[config.mk]
export PLATFORM = sky130hd
export DESIGN_NAME = fir_tap_sequencer
export DESIGN_NICKNAME = d
export VERILOG_FILES = /design/src/rtl/fir_tap_sequencer_pkg.sv /design/src/rtl/fir_write_pointer.sv /design/src/rtl/fir_tap_sequencer.sv
export SDC_FILE = /design/constraint.sdc
export NUM_CORES = 1
export LEC_CHECK = 0
export ABC_CLOCK_PERIOD_IN_PS = 2850
export CORE_ASPECT_RATIO = 1.5
export CORE_MARGIN = 3
export CORE_UTILIZATION = 45
export DETAILED_ROUTE_END_ITERATION = 16
export DONT_BUFFER_PORTS = 1
export SLEW_MARGIN = 0
export SYNTH_ARGS = -nofsm -noshare
export SYNTH_HDL_FRONTEND = slang
export SYNTH_SLANG_ARGS = --single-unit
[constraint.sdc]
create_clock -name clock -period 2.85 [get_ports clock]
set_input_delay 0.57 -clock clock [delete_from_list [all_inputs] [get_ports clock]]
set_output_delay 0.57 -clock clock [all_outputs]
set_load 0.03 [all_outputs]
[src/rtl/fir_tap_sequencer_pkg.sv]
// rtl/fir_tap_sequencer_pkg.sv - shared widths and FSM encoding for the FIR tap sequencer
package fir_tap_sequencer_pkg;

    localparam int ADDR_W  = 8;    // sample RAM address width (256 entries)
    localparam int DATA_W  = 16;   // sample width
    localparam int GROUP_W = 4;    // samples returned per RAM read (4 banks)
    localparam int COEF_W  = 6;    // tap-group index width

    typedef enum logic [1:0] {
        ST_IDLE  = 2'd0,
        ST_READ  = 2'd1,
        ST_FLUSH = 2'd2
    } seq_state_t;

endpackage

[src/rtl/fir_write_pointer.sv]
// rtl/fir_write_pointer.sv - sample RAM write pointer, decimation phase counter and trigger generation
//   clock, reset          : rising-edge clock, asynchronous active-high reset
//   in_valid, in_data     : input sample stream
//   ram_data, ram_wraddress, ram_wren : registered RAM write port, one cycle after acceptance
//   trigger               : high in the same cycle as the write of the trigger sample
module fir_write_pointer
    import fir_tap_sequencer_pkg::*;
#(
    parameter int DECIM = 16
) (
    input  logic              clock,
    input  logic              reset,
    input  logic              in_valid,
    input  logic [DATA_W-1:0] in_data,
    output logic [DATA_W-1:0] ram_data,
    output logic [ADDR_W-1:0] ram_wraddress,
    output logic              ram_wren,
    output logic              trigger
);

    localparam logic [7:0] PHASE_LAST = 8'(DECIM - 1);

    logic [ADDR_W-1:0] wptr;
    logic [7:0]        phase;

    always_ff @(posedge clock or posedge reset) begin
        if (reset) begin
            wptr          <= '0;
            phase         <= '0;
            ram_data      <= '0;
            ram_wraddress <= '0;
            ram_wren      <= 1'b0;
            trigger       <= 1'b0;
        end else begin
            ram_wren <= in_valid;
            trigger  <= 1'b0;
            if (in_valid) begin
                ram_data      <= in_data;
                ram_wraddress <= wptr;
                wptr          <= wptr + 8'd1;   // natural 8-bit wrap 255 -> 0
                if (phase == PHASE_LAST) begin
                    phase   <= '0;
                    trigger <= 1'b1;
                end else begin
                    phase <= phase + 8'd1;
                end
            end
        end
    end

endmodule

[src/rtl/fir_tap_sequencer.sv]
// rtl/fir_tap_sequencer.sv - FIR tap-group read sequencer over a 4-bank circular sample RAM
//   clock, reset          : rising-edge clock, asynchronous active-high reset
//   in_valid, in_data     : input sample stream
//   ram_data, ram_wraddress, ram_wren : RAM write port
//   ram_rdaddress         : RAM base read address (RAM returns 4 samples one cycle later)
//   tap_valid, tap_first, tap_last, coef_addr : tap-group qualifiers aligned with RAM read data
//   busy                  : burst in progress (READ or FLUSH)
//   overrun               : sticky, a trigger was dropped because one was already pending
module fir_tap_sequencer
    import fir_tap_sequencer_pkg::*;
#(
    parameter int NTAPS = 64,
    parameter int DECIM = 16
) (
    input  logic              clock,
    input  logic              reset,
    input  logic              in_valid,
    input  logic [DATA_W-1:0] in_data,
    output logic [DATA_W-1:0] ram_data,
    output logic [ADDR_W-1:0] ram_wraddress,
    output logic              ram_wren,
    output logic [ADDR_W-1:0] ram_rdaddress,
    output logic              tap_valid,
    output logic              tap_first,
    output logic              tap_last,
    output logic [COEF_W-1:0] coef_addr,
    output logic              busy,
    output logic              overrun
);

    localparam int                NGROUPS    = NTAPS / GROUP_W;
    localparam logic [COEF_W-1:0] K_LAST     = COEF_W'(NGROUPS - 1);
    localparam logic [ADDR_W-1:0] TAP_SPAN   = ADDR_W'(NTAPS - 1);
    localparam logic [ADDR_W-1:0] GROUP_STEP = ADDR_W'(GROUP_W);

    seq_state_t        state, state_nx;
    logic [COEF_W-1:0] group;
    logic              trigger;
    logic [ADDR_W-1:0] trig_base;
    logic              pending, pending_nx;
    logic [ADDR_W-1:0] pend_base, pend_base_nx;
    logic              overrun_nx;
    logic              start;
    logic [ADDR_W-1:0] start_base;

    fir_write_pointer #(
        .DECIM (DECIM)
    ) u_write_pointer (
        .clock         (clock),
        .reset         (reset),
        .in_valid      (in_valid),
        .in_data       (in_data),
        .ram_data      (ram_data),
        .ram_wraddress (ram_wraddress),
        .ram_wren      (ram_wren),
        .trigger       (trigger)
    );

    // Oldest sample of the window ending at the trigger sample; wraps mod 256.
    assign trig_base = ram_wraddress - TAP_SPAN;

    assign busy = (state != ST_IDLE);

    always_comb begin
        state_nx     = state;
        pending_nx   = pending;
        pend_base_nx = pend_base;
        overrun_nx   = overrun;
        start        = 1'b0;
        start_base   = trig_base;

        unique case (state)
            ST_IDLE: begin
                if (trigger) begin
                    start = 1'b1;
                end
            end
            ST_READ: begin
                if (group == K_LAST) begin
                    state_nx = ST_FLUSH;
                end
            end
            ST_FLUSH: begin
                state_nx = ST_IDLE;
                if (pending || trigger) begin
                    start = 1'b1;
                end
            end
            default: state_nx = ST_IDLE;
        endcase

        if (start) begin
            state_nx = ST_READ;
            // A held trigger is older than one arriving now, so it goes first and
            // the new arrival takes over the one-deep pending slot.
            if (pending) begin
                start_base   = pend_base;
                pending_nx   = trigger;
                pend_base_nx = trig_base;
            end
        end else if (trigger) begin
            if (pending) begin
                overrun_nx = 1'b1;
            end else begin
                pending_nx   = 1'b1;
                pend_base_nx = trig_base;
            end
        end
    end

    always_ff @(posedge clock or posedge reset) begin
        if (reset) begin
            state         <= ST_IDLE;
            group         <= '0;
            ram_rdaddress <= '0;
            pending       <= 1'b0;
            pend_base     <= '0;
            overrun       <= 1'b0;
            tap_valid     <= 1'b0;
            tap_first     <= 1'b0;
            tap_last      <= 1'b0;
            coef_addr     <= '0;
        end else begin
            state     <= state_nx;
            pending   <= pending_nx;
            pend_base <= pend_base_nx;
            overrun   <= overrun_nx;

            // Read address only moves inside READ; it holds through FLUSH and IDLE.
            if (start) begin
                group         <= '0;
                ram_rdaddress <= start_base;
            end else if (state == ST_READ && group != K_LAST) begin
                group         <= group + COEF_W'(1);
                ram_rdaddress <= ram_rdaddress + GROUP_STEP;
            end

            // Qualifiers trail the read address by one cycle to meet the RAM data.
            tap_valid <= (state == ST_READ);
            tap_first <= (state == ST_READ) && (group == '0);
            tap_last  <= (state == ST_READ) && (group == K_LAST);
            coef_addr <= (state == ST_READ) ? group : '0;
        end
    end

endmodule

==> impl_results.md, run 1 <==
- Area of the multi-input gates: approximately 0.0013 mm^2
- Max-Cap Viols: 0
- Layout area overhead: 8.14%
- Hold Path Class: in2async
- Die Y: approximately 110 um
- CP Max Fanout: 17
- Final setup skew: approximately 7.7 ps
- Core area: a little under 0.007 mm^2
- Post-synthesis mux area share: 0.132
- Antenna-violating nets left: 0
- Vias in the first global route: ~1900
- Post-synth ARST share: 1.00
- Num CTS Buffers: 9
- Final-report max-slew violation count: 0
- DP HPWL: between 3000 and 4000 um
- Syn. warnings: 0
- DRT Pass-1 Iters: 4
- Rows: 37
- Worst EP required: roughly 3100 ps
- Setup Crit Path Kind: reg2reg
- Slew headroom: 0.566
- Top cells by count, synth: dfrtp_1 (77), mux2_2 (31), nor2_1 (28)
- Power density cells: just over 1000 mW/mm^2
- Ant diodes: 0
- Die ar.: ~0.0083 mm^2
- Final Wtd Congestion: approximately 0.81
- Crit end category: register
- TritonCTS clock tree: yes
- Starting Density: 0.469
- WP buf/inv: 1
- H-tree levels: 3
- # IOs: 63
- Adder-Cell Fraction of Synth Area: 0.0231
- CTS sink cnt: between 70 and 80
- Fmax achieved: between 500 and 600 MHz
- Overall Global Routing Usage: 0.148
- Top cell type's share of synthesized area: 0.592
- R2R depth: 5
- Setup violators final: 0
- Status: finished, final reports clean
- Share of layout cells above drive strength 1: 0.202
- Final-report hold violation count: 0
- Netlist Area Pre-Place: ~0.0033 mm^2
- Unique masters post-synth: 33
- Wire per inst: about 15 um
- Cells along the critical path: a21oi_1 -> nor2_1 -> buf_4 -> a211oi_1 -> a21oi_1
- IO Port Bufs: 0
- Startpoint Class: register
- Largest family of logic cells by synthesized area: multiplexers
- Synth Area in Compound Gates: 0.0380
- Synth Area in Simple Gates: 0.116
- CP arrival: about 2100 ps
- Most frequent cell on the critical path: a21oi_1
- Fin nets: around 290
- Worst-margin pin slew: ~650 ps
- Postcts setup bufs: 0
- Clock slew seen by the registers of the worst setup and hold paths: 70 ps
- Final Non-Filler Cells: 350
- Sequential area share after synthesis: 0.592
- Fillers: between 600 and 700
- Slack of the worst reg-to-reg path: between 1000 and 1500 ps
- CP peak stage delay: around 700 ps
- Largest net degree at the start of global routing: 37
- Clk buf depth: 2
- VDD IR-drop max: approximately 530 uV
- Chip width: approximately 75 um
- Most frequent cell after synthesis: dfrtp_1
- Via count: about 1900
- First-pass GRT wire length: 9050 um
- Period utilization: 0.627
- Main area contributors after synthesis: dfrtp_1 (59%), mux2_2 (11%), xor2_1 (4.0%), xnor2_1 (3.8%), nor2_1 (3.2%)
- Initial DRC count: 49
- Drt via density: 5.34
- Slowest stage cell, crit path: dfrtp_1
- R2R Path Start: pending
- Syn Inst Count: between 200 and 300
- Syn_nets: 288
- Initial antenna violation count: 0
- Wirelength, routed: ~5400 um
- Post-CTS resize count: 0
- Worst skew pair latency: 340 ps
- Pre-CTS setup slack: between 1000 and 1500 ps
- Crit path max-delay family: flip-flops
- Setup TNS: 0 ps
- Post-CTS Hold Fix Bufs: 0
- Flops & latches, synth: 77
- Final min period: 1790 ps
- DRC errors left: 0
- Placed Instances: between 300 and 400
- Yosys top cell by area: dfrtp_1
- CTS Root Cell: clkbuf_8
- Worst setup margin: 1060 ps
- Top FF cell, synth: dfrtp_1
- Leak Pwr: ~1.6 nW
- FF+latch area: between 0.0015 and 0.002 mm^2
- Post-Syn Area per Cell: 12.4 um^2
- Grt total ovfl: 0
- Post-synth EDFFs: 0
- R2r endpoint: ram_rdaddress[3]
- RSZ-0062 raised after global routing: false
- Synth Area in XOR/XNOR: 0.0780
-- where the power goes --
group	total [mW]	internal (mW)	switching, mW
sequential	2.10	1.42	0.683
clock	0.774	0.418	0.355
combinational	0.771	0.403	0.368
-- routing by layer --
metal  GRT usage  wire, um
met2       0.229      2670
met4      0.0725       119
met3      0.0735       396
met5           0         0
met1       0.167      2240
-- registers in the layout, summed over array words and instances, names as in the netlist --
| name | cells |
|---|---|
| pending | 1 |
| u_write_pointer.phase | 8 |
| tap_last | 1 |
| u_write_pointer.ram_wren | 1 |
| pend_base | 8 |
| state | 2 |
| ram_rdaddress | 8 |
| tap_valid | 1 |
| overrun | 1 |
| coef_addr | 6 |
| u_write_pointer.wptr | 8 |
| u_write_pointer.trigger | 1 |
| u_write_pointer.ram_data | 16 |
| u_write_pointer.ram_wraddress | 8 |
| group | 6 |
| tap_first | 1 |
-- layout by cell type, fill, tap and decap left out, drive strengths merged, types with 2 or more instances in the layout --
master and instances:
o21ai 6, nand2b 2, xnor2 14, nor2 28
nand4 9, mux2 31, a21oi 11, nand3 7
and2 4, or2 2, xor2 15, ha 6
clkbuf 12, dfrtp 77, inv 5, buf 5
and4 2, nand2 13, mux2i 8, nor3 2
and3 3
-- per-stage QoR --
stage,instance area [um^2],utilization,hold slack (ps),total power [mW]
4_1_cts,3520,0.507,205,3.71
6_report,3520,0.507,190,3.65
3_5_place_dp,3340,0.481,460,2.92
5_1_grt,3520,0.507,218,3.92
2_1_floorplan,3260,-,438,2.71
3_3_place_gp,3340,0.481,458,2.88
-- how the worst max path moves through the flow --
stage                   from          endpoint  cells past startpoint
finish               pending  ram_rdaddress[3]                      5
global route        group[0]  ram_rdaddress[7]                      5
CTS                  pending  ram_rdaddress[3]                      5
detailed placement   pending  ram_rdaddress[3]                      5
global placement     pending  ram_rdaddress[3]                      5
floorplan              reset      coef_addr[0]                      1
-- worst reg2reg max path, cell delays in order, from the launching register on --
cell and delay (ps):
dfrtp_1 700, a21oi_1 140, nor2_1 370, buf_4 290, a211oi_1 70, a21oi_1 140
-- logic make-up after synthesis --
logic type | after synthesis
DFF | 77
muxes | 39
AOI/OAI and AO/OA | 21
xor gates and xnor gates | 29
and+or+nand+nor | 76
buffers and inverters | 15
adders and majority gates | 6
-- cell type report --
type	instances	share of cell area
clock buffer	12	0.0412
clock inverter	2	0.00995
inverter	5	0.00533
multi-input combinational	171	0.358
sequential	77	0.547
tap	78	0.0277
timing repair buffer	5	0.0107
No activity file was read; power rests on OpenSTA's default activity.
==> run 2: changes to the inputs <==
- ABC_CLOCK_PERIOD_IN_PS: 2850 -> 1620
- clock period: 2.85 -> 1.62 ns (I/O delays scaled with it)
==> run 2 against run 1 <==
- sequential power up 58%
- die area unchanged
- combinational power increased to 2.7 times the previous value
- critical path type is now reg2out
==> impl_results.md, run 2 (synthesis results as in run 1) <==
- Most frequent cells in the layout: dfrtp_1 (77), mux2_2 (31), nor2_1 (27), buf_4 (22), xor2_1 (15)
- Worst-margin pin slew: around 420 ps
- Final setup skew: 5.73 ps
- CP Max Fanout: 6
- CP arrival: between 1000 and 1500 ps
- Setup violators final: 0
- Status: finished, final reports clean
- Largest net degree at the start of global routing: 78
- Overall Global Routing Usage: 0.148
- Placed Instances: 355
- Max reg flops: 16
- Final-report max-slew violation count: 0
- R2r endpoint: ram_rdaddress[2]
- Ant diodes: 0
- Wirelength, routed: 5660 um
- Layout area overhead: 15.9%
- Critical path launch point: state[0]
- Crit end category: output port
- Rows: 37
- Share of layout cells above drive strength 1: 0.264
- Final-report hold violation count: 0
- Worst setup margin: roughly 99 ps
- Startpoint Class: register
- Clk buf depth: 2
- Chip width: about 75 um
- Drt via density: about 5.3
- Setup crit end: busy
- Initial antenna violation count: 0
- R2R Path Start: state[1]
- Fmax achieved: about 660 MHz
- Hold Path Class: in2reg
- RSZ-0062 raised after global routing: false
- Setup TNS: 0 ps
- DRT Pass-1 Iters: 4
- Tot Pwr: roughly 7.0 mW
- # IOs: 63
- Starting Density: 0.469
- CP peak stage delay: 410 ps
- R2R depth: 5
- Leak Pwr: ~1.7 nW
- Top reg by flops: u_write_pointer.ram_data
- Worst EP required: between 1000 and 1500 ps
- Wire per inst: around 15 um
- Slack of the worst reg-to-reg path: 160 ps
- Clock slew seen by the registers of the worst setup and hold paths: around 70 ps
- DRC errors left: 0
- Setup Crit Path Kind: reg2out
- Final Wtd Congestion: 0.895
- TritonCTS clock tree: yes
- DP Area: 0.00351 mm^2
- Core area: just under 0.007 mm^2
- Cells along the critical path: buf_4 -> or2_4
- H-tree levels: 3
- Slew headroom: 0.721
- Die Y: 110 um
- Antenna-violating nets left: 0
- Period utilization: 0.939
- Die ar.: between 0.008 and 0.009 mm^2
- Utilization after layout: 0.544
- Via count: approximately 2000
- First-pass GRT wire length: roughly 9100 um
- Hold path startpoint: in_valid
- Worst skew pair latency: 340 ps
- Max-Cap Viols: 0
- Power density cells: between 1500 and 2000 mW/mm^2
- Vias in the first global route: slightly above 2000
- IO Port Bufs: 0
- Pre-CTS setup slack: around 46 ps
- Slowest stage cell, crit path: dfrtp_1
- Initial DRC count: 55
- Most common cell after layout, fill and taps aside: dfrtp_1
- Final Non-Filler Cells: around 370
- VDD IR-drop max: about 810 uV
- Num CTS Buffers: 9
- CTS Root Cell: clkbuf_8
- Final instance area: 0.00377 mm^2
- Grt total ovfl: 0
- WHS: approximately 63 ps
- Final min period: between 1500 and 2000 ps
- DP HPWL: between 3000 and 4000 um
- Fin nets: ~320
- Postcts setup bufs: 0
- CTS sink cnt: 77
==> run 2: changes by cell type in the layout (fill, tap and decap cells not counted), sizes merged <==
cell,change
buf,+19
bufinv,+1
clkinv,+1
clkinvlp,+1
dlygate4sd3,+2
inv,-1
==> run 2: area by class of cell <==
type,instances,area [um^2]
fill,600,3170
sequential,77,1930
multi-input combinational,171,1280
timing repair buffer,26,225
clock buffer,12,155
tap,78,97.6
clock inverter,4,70.1
inverter,5,22.5
==> run 2: repair_timing <==
item,in CTS,in global routing
endpoints found under the setup margin,1,6
resized for setup,1,2
hold endpoints to repair,78,0
pin swaps,0,1
hold buffers,2,0
==> run 2: critical path, delay by kind of cell (launching register included) <==
kind | cells | cell delay, ps
buf+inv | 1 | 170
simple gates | 1 | 280
flops | 1 | 410
==> run 2: per-layer routing <==
layer	part of all wire	track usage	up-vias
met1	0.41	0.159	954
li1	-	-	950
met3	0.052	0.0363	11
met2	0.52	0.248	48
met5	0	0	-
met4	0.023	0.105	0
==> run 2: where the power goes <==
| part | leakage, nW | switching [mW] | internal, mW |
|---|---|---|---|
| registers | 0.969 | 0.817 | 2.50 |
| clock network | 0.116 | 0.671 | 0.948 |
| logic | 0.623 | 1.11 | 0.992 |
==> run 2: how the worst min path moves through the flow <==
stage | endpoint | slack (ps) | depth (start not counted)
after floorplan | u_write_pointer.ram_wren | 360 | 0
after global placement | group[5] | 340 | 2
after detailed placement | group[4] | 350 | 2
after CTS | u_write_pointer.wptr[0] | 40 | 1
after global routing | u_write_pointer.wptr[0] | 50 | 1
final | u_write_pointer.wptr[0] | 60 | 1
